### src/rtl/even_parity_pkg.sv
// Shared types and helpers for the even-parity serializer and its checker-side model.
package even_parity_pkg;

    localparam int DEFAULT_DATA_W = 8;

    typedef enum logic [1:0] {
        IDLE   = 2'd0,
        DATA   = 2'd1,
        PARITY = 2'd2
    } state_t;

    // Even parity bit: makes the total count of ones (data plus parity) even.
    function automatic logic even_par(input logic [31:0] word);
        return ^word;
    endfunction

endpackage

### src/rtl/parity_shift_reg.sv
// Load/shift register for one frame: holds the word being serialized, its
// latched parity bit and the count of data bits already shifted out.
module parity_shift_reg
    import even_parity_pkg::*;
#(
    parameter int DATA_W = DEFAULT_DATA_W
) (
    input  logic              clk,
    input  logic              rst_n,
    input  logic              load,
    input  logic              shift,
    input  logic [DATA_W-1:0] data,
    input  logic              par_in,
    output logic              bit_out,
    output logic              par,
    output logic              last
);

    localparam int CNT_W = (DATA_W > 1) ? $clog2(DATA_W) : 1;

    logic [DATA_W-1:0] sreg;
    logic [CNT_W-1:0]  cnt;

    assign bit_out = sreg[0];
    assign last    = (cnt == CNT_W'(DATA_W - 1));

    // Load has priority; the counter saturates on the last data bit.
    always_ff @(posedge clk or negedge rst_n) begin
        if (!rst_n) begin
            sreg <= '0;
            cnt  <= '0;
            par  <= 1'b0;
        end else if (load) begin
            sreg <= data;
            cnt  <= '0;
            par  <= par_in;
        end else if (shift) begin
            sreg <= sreg >> 1;
            if (!last) begin
                cnt <= cnt + CNT_W'(1);
            end
        end
    end

endmodule

### src/rtl/even_parity_serializer.sv
// Even-parity serializer: takes a word over valid/ready and emits it LSB first,
// followed by its even-parity bit. Frames can run back to back because a new
// word is accepted during the parity cycle of the previous one.
// Optional build macro PARITY_ERR_INJECT_EN adds err_inject, which inverts the
// parity of the frame accepted with it.
module even_parity_serializer
    import even_parity_pkg::*;
#(
    parameter int DATA_W = DEFAULT_DATA_W
) (
    input  logic              clk,
    input  logic              rst_n,
    input  logic [DATA_W-1:0] in_data,
    input  logic              in_valid,
`ifdef PARITY_ERR_INJECT_EN
    input  logic              err_inject,
`endif
    output logic              in_ready,
    output logic              ser_out,
    output logic              ser_valid,
    output logic              ser_par,
    output logic              busy
);

    state_t state;
    state_t state_nxt;
    logic   accept;
    logic   par_in;
    logic   sr_bit;
    logic   sr_par;
    logic   sr_last;

    assign in_ready = (state == IDLE) || (state == PARITY);
    assign accept   = in_valid && in_ready;

`ifdef PARITY_ERR_INJECT_EN
    assign par_in = even_par(32'(in_data)) ^ err_inject;
`else
    assign par_in = even_par(32'(in_data));
`endif

    parity_shift_reg #(
        .DATA_W (DATA_W)
    ) u_shift (
        .clk     (clk),
        .rst_n   (rst_n),
        .load    (accept),
        .shift   (state == DATA),
        .data    (in_data),
        .par_in  (par_in),
        .bit_out (sr_bit),
        .par     (sr_par),
        .last    (sr_last)
    );

    // State register; reset aborts any frame in flight.
    always_ff @(posedge clk or negedge rst_n) begin
        if (!rst_n) begin
            state <= IDLE;
        end else begin
            state <= state_nxt;
        end
    end

    // Next-state and serial outputs, decoded from registered state only.
    always_comb begin
        state_nxt = state;
        ser_out   = 1'b0;
        ser_valid = 1'b0;
        ser_par   = 1'b0;
        busy      = 1'b0;
        case (state)
            IDLE: begin
                if (accept) begin
                    state_nxt = DATA;
                end
            end
            DATA: begin
                ser_out   = sr_bit;
                ser_valid = 1'b1;
                busy      = 1'b1;
                if (sr_last) begin
                    state_nxt = PARITY;
                end
            end
            PARITY: begin
                ser_out   = sr_par;
                ser_valid = 1'b1;
                ser_par   = 1'b1;
                busy      = 1'b1;
                state_nxt = accept ? DATA : IDLE;
            end
            default: begin
                state_nxt = IDLE;
            end
        endcase
    end

endmodule

### config.mk
export PLATFORM = sky130hd
export DESIGN_NAME = even_parity_serializer
export DESIGN_NICKNAME = d
export VERILOG_FILES = /design/src/rtl/even_parity_pkg.sv /design/src/rtl/parity_shift_reg.sv /design/src/rtl/even_parity_serializer.sv
export SDC_FILE = /design/constraint.sdc
export NUM_CORES = 1
export LEC_CHECK = 0
export CAP_MARGIN = 20
export CORE_MARGIN = 2
export CORE_UTILIZATION = 25
export DETAILED_ROUTE_END_ITERATION = 10
export PLACE_DENSITY = 0.48
export SYNTH_ARGS = -nofsm -noshare
export SYNTH_HDL_FRONTEND = slang
export SYNTH_HIERARCHICAL = 1
export SYNTH_SLANG_ARGS = --single-unit
### constraint.sdc
create_clock -name clk -period 4.4 [get_ports clk]
set_input_delay 0.44 -clock clk [delete_from_list [all_inputs] [get_ports clk]]
set_output_delay 0.44 -clock clk [all_outputs]
set_load 0.02 [all_outputs]
==> summary.log <==
[grt] Tot GR Track Use 8.656%
[synth] Post-Syn Area per Cell 10.67 um^2
[synth] flip-flop and latch count after synthesis 14
[grt] via count of the first global-routing pass 606
[route] remaining design rule violation count 0
[floorplan] std cell rows 21
[timing] headroom to the max-slew limit 51.80%
[synth] total standard cell area after synthesis 853.3 um^2
[cts] worst skew pair latency 270 ps
[critical_path] launching element type of the critical path register
[placement] Placement Setup Slack 2017 ps
[cts] number of H-tree levels 1
[synth] Post-synth EDFFs 0
[min_path] path type of the worst min-delay path register to register
[route] per-cell routed wire length 10.44 um
[timing] final setup violating endpoints 0
[critical_path] type of the worst setup path register to output pin
[route] total routed wirelength 1.462 mm
[timing] final period demand of the worst path 2657 ps
[grt] overflow left after global routing 0
[critical_path] Worst Path Arrival 2220 ps
[timing] Layout Skew 2.479 ps
[timing] Final Max Tran Viols 0
[cells_and_area] synthesis-to-layout area growth 22.58%
[synth] share of synthesized registers carrying an async set or reset 100.0%
[placement] count of buffers from port buffering 15
[critical_path] combined buffer and inverter count along the critical path 2
[placement] number of placed cells counting well taps 137
[pwr] peak supply drop 0.0001370 V
[route] Pre-Repair DR Iteration Count 4
[cells_and_area] antenna cell count 0
[timing] maximum clock frequency 376.4 MHz
[grt] antenna violations before repair 0
[placement] final RePlAce weighted congestion 0.7592
[route] via total after detailed routing 569
[route] via-per-instance ratio 4.064
[critical_path] cell with the biggest individual delay on the critical path clkdlybuf4s50_1
[cts] Num Clock Sinks 14
[pwr] total design power 0.6561 mW
[critical_path] reg-to-reg setup timing slack 2450 ps
[route] number of violations reported at the end of detailed-routing iteration 0 9
[cts] maximum buffer depth of the clock tree 2
[cells_and_area] count of placed standard cells in the final layout, fillers left out 140
[timing] fraction of the cycle the final worst path needs 60.38%
[synth] dominant register cell in the synthesized netlist dfrtp_1
[critical_path] required time at the worst-slack endpoint 3960 ps
[job] Max-cap violations 0
[synth] post-synthesis instance total 80
[floorplan] Top Ports 16
[cells_and_area] post-route core utilization 31.59%
[timing] measured slew at the worst slew-check pin 723.0 ps
[floorplan] full die area 0.003897 mm^2
[cells_and_area] # nets final 114
[cts] # resized after CTS 0
[timing] worst setup slack after layout 1743 ps
[route] post-detailed-route count of antenna-violating nets 0
[cells_and_area] multi-input combinational cell area 457.9 um^2
[critical_path] crit-path max cell delay 610 ps
[cts] hold-fix buffer count after cts 0
[cts] TritonCTS clock tree built
[synth] Cell variety after synth 24
[critical_path] maximum net fanout on the critical path 11
[timing] sum of negative setup slack 0 ps
[synth] number of synthesis warnings 6
[grt] global-route wire length before repair 2.649 mm
[cells_and_area] Register Area 350.3 um^2
[floorplan] starting density of the core 25.77%
[cells_and_area] number of inserted filler cells in the final layout 364
[grt] largest net degree at the start of global routing 21
[floorplan] width of the die 62.43 um
[floorplan] placeable core area 0.003311 mm^2
[placement] hpwl dp 1.152 mm
[critical_path] top cell family by delay on the critical path buffers and inverters
[cts] register clock-pin slew on the reported worst setup and hold paths 80 ps
[synth] register area share after synthesis 41.06%
[cts] post-CTS setup repair buffer count 0
[cts] number of clock buffers inserted by TritonCTS 3
[timing] unrepaired setup endpoints after global routing false
[timing] endpoints failing hold 0
[synth] total nets after synthesis 98
[pwr] Power Dens Cells 627.2 mW/mm^2
[floorplan] die height 62.43 um
[cts] clock root cell clkbuf_4
[critical_path] cell-by-cell listing of the critical path inv_1, ha_1, a22oi_1, nor2b_1, clkdlybuf4s50_1
[cells_and_area] fraction of layout instances using a drive strength above 1 7.447%
[outcome] status complete, no violations
[pwr] leakage power of the design 0.4539 nW
[critical_path] Crit. End Element output pin
[state kept, by name, summed over array words and instances, names as in the netlist]
name,flops
u_shift/sreg,8
u_shift/cnt,3
state,2
u_shift/par,1
[cell usage in the layout (no fill, tap or decap)]
cell,n
a22oi_1,1
and2_1,1
clkbuf_4,3
clkdlybuf4s50_1,15
dfrtp_1,14
ha_1,7
inv_1,2
mux2_1,1
mux2_4,1
mux2i_1,9
nand2_1,10
nand2b_1,1
nand2b_4,1
nand3_1,1
nor2_1,3
nor2_2,1
nor2b_1,2
nor2b_4,1
o21ai_0,2
o21ai_1,7
or2_1,1
or3_1,2
xnor2_1,6
xor2_1,2
[final cells by class]
type                       count  area share, %
tap                           46          5.502
inverter                       2         0.7177
timing repair buffer          15          14.35
clock buffer                   3          2.153
multi-input combinational     60          43.78
sequential                    14          33.49
[per-layer routing]
| layer | track usage, % | vias to the layer above | part of all wire (%) |
|---|---|---|---|
| li1 | - | 293 | - |
| met3 | 1.802 | 2 | 6.2 |
| met5 | 0 | - | 0 |
| met4 | 5.000 | 0 | 1.0 |
| met1 | 10.80 | 259 | 49 |
| met2 | 13.84 | 15 | 44 |
[Yosys cell counts, drive strengths merged (2+ instances only)]
cell	n	area share, %
dfrtp	14	41
nand2	10	4.4
or3	2	1.5
nor2	4	2.1
mux2	2	3.1
ha	7	10
xor2	2	2.1
inv	2	0.88
mux2i	9	11
o21ai	9	5.3
nor2b	3	3.1
buf	4	4.4
xnor2	6	6.2
nand2b	2	2.3
[where the power goes]
| group | internal (mW) | total (mW) | switching [mW] |
|---|---|---|---|
| clock | 0.0316 | 0.0693 | 0.0377 |
| sequential | 0.189 | 0.225 | 0.0369 |
| combinational | 0.179 | 0.361 | 0.182 |
[cells by family (layout without fill, tap and decap cells)]
group | count (synthesis) | in the layout | share of synthesized area (%)
and+or+nand+nor | 24 | 24 | 15.40
DFF | 14 | 14 | 41.06
muxes | 11 | 11 | 13.64
AOI/OAI and AO/OA | 10 | 10 | 6.158
xor gates and xnor gates | 8 | 8 | 8.211
adders and majority gates | 7 | 7 | 10.26
buffers and inverters | 6 | 20 | 5.278
[worst paths after layout]
path / from / end / cells after the start
setup / recovery: state[1] / ser_out / 5
hold / removal: u_shift/par / u_shift/par / 1
setup reg to reg: state[0] / u_shift/par / 5
hold reg to reg: u_shift/par / u_shift/par / 1
max in group asynchronous: rst_n / u_shift/sreg[2] / 1
min in group asynchronous: rst_n / state[0] / 1
[per-stage QoR]
| stage | hold WS, ps | area, um^2 |
|---|---|---|
| floorplan | 144.4 | 853.3 |
| global placement | 509.8 | 1023 |
| detailed placement | 520.0 | 1023 |
| CTS | 543.0 | 1046 |
| global route | 552.8 | 1046 |
| finish | 540.0 | 1046 |
Power figures use the tool's default switching activity.
==> edit 1: new RTL, config.mk and constraints unchanged <==
Add a define of `PARITY_ERR_INJECT_EN`.
--- a/src/rtl/even_parity_serializer.sv
+++ b/src/rtl/even_parity_serializer.sv
@@ -5,2 +5,4 @@
 // parity of the frame accepted with it.
+`define PARITY_ERR_INJECT_EN
+
 module even_parity_serializer
Interface: changed (added err_inject); port bits go from 16 to 17. No check against the original RTL was run, so the function may have changed too.
==> edit 1 against the unedited design <==
- clock power up 31%
- via count up 2.1%
- sequential share of layout area down 1.2 points
- wire length up 2.8%
- worst setup slack worse by 0.0063 ns
- cell area up 3.6%
- total power up 3.3%
- synthesized area up 1.6%
- critical path depth unchanged
- clock skew up 0.0026 ns
- sequential cell count unchanged
- largest cell class unchanged
==> edit 1: results (changes against the unedited design) <==
placed_area_sq_um: 1050  # +2.3%
min_period_ns: 2.66  # +0.00627 ns
seq_share: 0.323  # -0.0116
buffers: 16  # +1
multi_input_area_sq_um: 472  # +3.0%
ys_seq_area_frac: 0.404  # -0.00652
relSlewSlack: 0.546  # +0.0283
synth_mux_area_frac: 0.134  # -0.00216
flops_and_latches: 14  # unchanged
wl_per_cell_microns: 10.6  # +1.4%
fin_skew_ns: 0.00507  # +0.00259 ns
num_vias: 581  # +2.1%
drt-initial-drc-count: 6  # -3
drt-vias-per-instance: 4.09  # +0.67%
yosys-top-cells-area: "dfrtp_1 (40%), mux2i_1 (10%), ha_1 (10%)"
syn_nets: 99  # +1.0%
post-route-util: 0.325  # +0.00876
dp_slack_ns: 2.00  # -0.0187 ns
avgSynthCellArea_sq_um: 10.8  # +1.6%
clk_share: 0.0335  # +0.0120
switching_power_mw: 0.257  # +0.26%
status: "finished, final reports clean"
nClkBuffers: 4  # +1
dp_hpwl_microns: 1160  # +0.26%
io_buffers: 16  # +1
## edit 1: cell count changes after synthesis
cell / change
xnor3_1: +1
or2_2: +1
nor2b_1: +1
mux2_1: -1
xnor2_1: -2
or2_1: -1
xnor2_2: +1
mux2_2: +1
nor2b_4: -1
## edit 1: power groups by stage
stage	logic, mW	clock network [mW]	registers (mW)
floorplan	0.294	0	0.218
global placement	0.368	0	0.225
detailed placement	0.372	0	0.228
CTS	0.374	0.0958	0.226
global route	0.407	0.101	0.235
finish	0.363	0.0905	0.224
## edit 1: per-layer routing
| metal | share of wire | wire length (microns) | up-vias | track usage |
|---|---|---|---|---|
| met2 | 0.52 | 777 | 5 | 0.154 |
| met3 | 0.011 | 17 | 2 | 0.0270 |
| met5 | 0 | 0 | - | 0 |
| li1 | - | - | 299 | - |
| met4 | 0.018 | 27 | 0 | 0.0417 |
| met1 | 0.45 | 680 | 275 | 0.0949 |
==> edit 2: new RTL, config.mk and constraints unchanged <==
Without the edit above. Re-encode `state_t` (3 states) as one-hot, 3 bits wide.
--- a/src/rtl/even_parity_pkg.sv
+++ b/src/rtl/even_parity_pkg.sv
@@ -5,6 +5,6 @@
 
-    typedef enum logic [1:0] {
-        IDLE   = 2'd0,
-        DATA   = 2'd1,
-        PARITY = 2'd2
+    typedef enum logic [2:0] {
+        IDLE   = 3'b001,
+        DATA   = 3'b010,
+        PARITY = 3'b100
     } state_t;
Formal check against the unedited RTL: same outputs for any inputs over 10 cycles, from zero or initial values and one cycle with rst_n low; not proved beyond that.
==> edit 2 against the unedited design <==
- maximum frequency decreased by 6.9%
- hold slack worse by 0.0040 ns
- highest routed layer is now met3
- sequential cell count rose by 1
- wire length shrank 9.1%
- non-clock buffer count up 1
- worst setup slack worse by 0.20 ns
- synthesized area shrank 5.9%
- sequential share of layout area grew 3.9 points
- sequential power is 4% higher
- cell area shrank 3.8%
- total power fell by 19%
==> edit 2: results (changes against the unedited design) <==
io_buffers: 15  # unchanged
synthArstFlopShare: 1.00  # unchanged
synth_cell_type_count: 22  # -8.3%
clk_latency_ns: 0.28
cts_resized: 0  # unchanged
grt_start_max_net_pins: 23  # +9.5%
cts_made_buffers: 3  # unchanged
h-tree-depth: 1  # unchanged
netlist_top_cells_count: "dfrtp_1 (14), mux2i_1 (9), nand2_1 (9)"
grt_pass1_vias: 546  # -9.9%
p_leak_nw: 0.415  # -8.6%
n_antenna_cell: 0  # unchanged
ir_worst_vdd_mv: 0.120  # -13%
placed_area_sq_um: 978  # -4.4%
r2r_start: "state[1]"
r2r-end: "u_shift/cnt[0]"
fin_skew_ns: 0.00947  # +0.00699 ns
post-cts-setup-buffer-count: 0  # unchanged
dp_slack_ns: 1.85  # -0.166 ns
hold_path.startpoint: "u_shift/par"
status: "finished, final reports clean"
avgSynthCellArea_sq_um: 11.2  # +4.6%
reg_top3: "u_shift/sreg (8), state (3), u_shift/cnt (3)"
wl_per_cell_microns: 10.1  # -3.6%
holdPathEnd: "u_shift/par"
clkTransAtPathRegs_ns: 0.10  # +0.02 ns
grt_pass1_wl_microns: 2390  # -9.9%
rrSetupSlack_ns: 2.63  # +0.18 ns
critPathMaxFanout: 13  # +2
fin_nets: 102  # -11%
relSlewSlack: 0.312  # -0.206
hold_class: "reg2reg"
dp.cells: 128  # -6.6%
clock-root-buffer: "clkbuf_4"
dr.pass1.iters: 4  # unchanged
gp_congestion: 0.670  # -12%
drive_gt1_frac: 0.136  # +0.0619
fin_hold_ws_ns: 0.536  # -0.00403 ns
antenna_found_initial: 0  # unchanged
cts_buffer_depth: 2  # unchanged
critPathArrivalTime_ns: 2.41  # +0.19 ns
ys_warn_count: 6  # unchanged
num_vias: 539  # -5.3%
drt-initial-drc-count: 3  # -6
syn_nets: 85  # -13%
yosys-top-cells-area: "dfrtp_1 (44%), mux2i_1 (11%), xnor2_1 (7.6%)"
hold-path-cell-count: 1  # unchanged
grt_use_total: 0.0877  # +0.00115
rr_worst_depth: 4  # -1
finalWirelength_microns: 1330  # -9.1%
ys_seq_area_frac: 0.469  # +0.0583
-- edit 2: changes by cell type in the layout (fill, tap and decap cells not counted), moves of 2 or more --
cell / change
ha_1: -5
inv_1: -2
or3_1: -2
nor2_1: +2
nor3b_2: +2
-- edit 2: stage by stage --
step | util | total power, mW
final | 0.330 | 0.533
after global routing | 0.330 | 0.583
after CTS | 0.330 | 0.543
after detailed placement | 0.320 | 0.461
after global placement | 0.320 | 0.454
after floorplan | - | 0.406
-- edit 2: area by class of cell --
cell class	instances	area, sq um
fill	342	2050
multi-input combinational	53	389
sequential	15	377
timing repair buffer	16	158
clock inverter	1	5.00
tap	44	55.1
clock buffer	3	22.5
-- edit 2: how the worst max path moves through the flow --
stage,start,end,slack [ns],depth (start not counted)
after floorplan,state[1],ser_valid,2.48,3
after global routing,state[1],ser_out,1.37,3
final,state[1],ser_out,1.55,3
after CTS,state[1],ser_out,1.51,3
after global placement,state[1],ser_out,1.85,3
after detailed placement,state[1],ser_out,1.85,3
-- edit 2: layer usage --
metal	track usage	wire [microns]	up-vias
met5	0	0	-
met2	0.140	628	12
met4	0.0466	0	0
met1	0.115	663	251
met3	0.0128	37	0
li1	-	-	276
-- edit 2: cell families after synthesis --
| kind of cell | Yosys count | synth area share |
|---|---|---|
| adders and majority gates | 2 | 0.0311 |
| DFF | 15 | 0.469 |
| and+or+nand+nor | 22 | 0.154 |
| buffers and inverters | 4 | 0.0467 |
| AOI/OAI and AO/OA | 10 | 0.0701 |
| xor gates and xnor gates | 9 | 0.0981 |
| muxes | 10 | 0.131 |
-- edit 2: critical path, stage by stage, from the launching register on --
cell	delay, ns
dfrtp_1	0.42
nor3b_2	0.85
a22o_1	0.26
clkdlybuf4s50_1	0.59
-- edit 2: where the power goes --
group / total (mW) / internal [mW] / switching (mW)
combinational: 0.220 / 0.112 / 0.108
clock: 0.0792 / 0.0337 / 0.0455
sequential: 0.233 / 0.197 / 0.0360
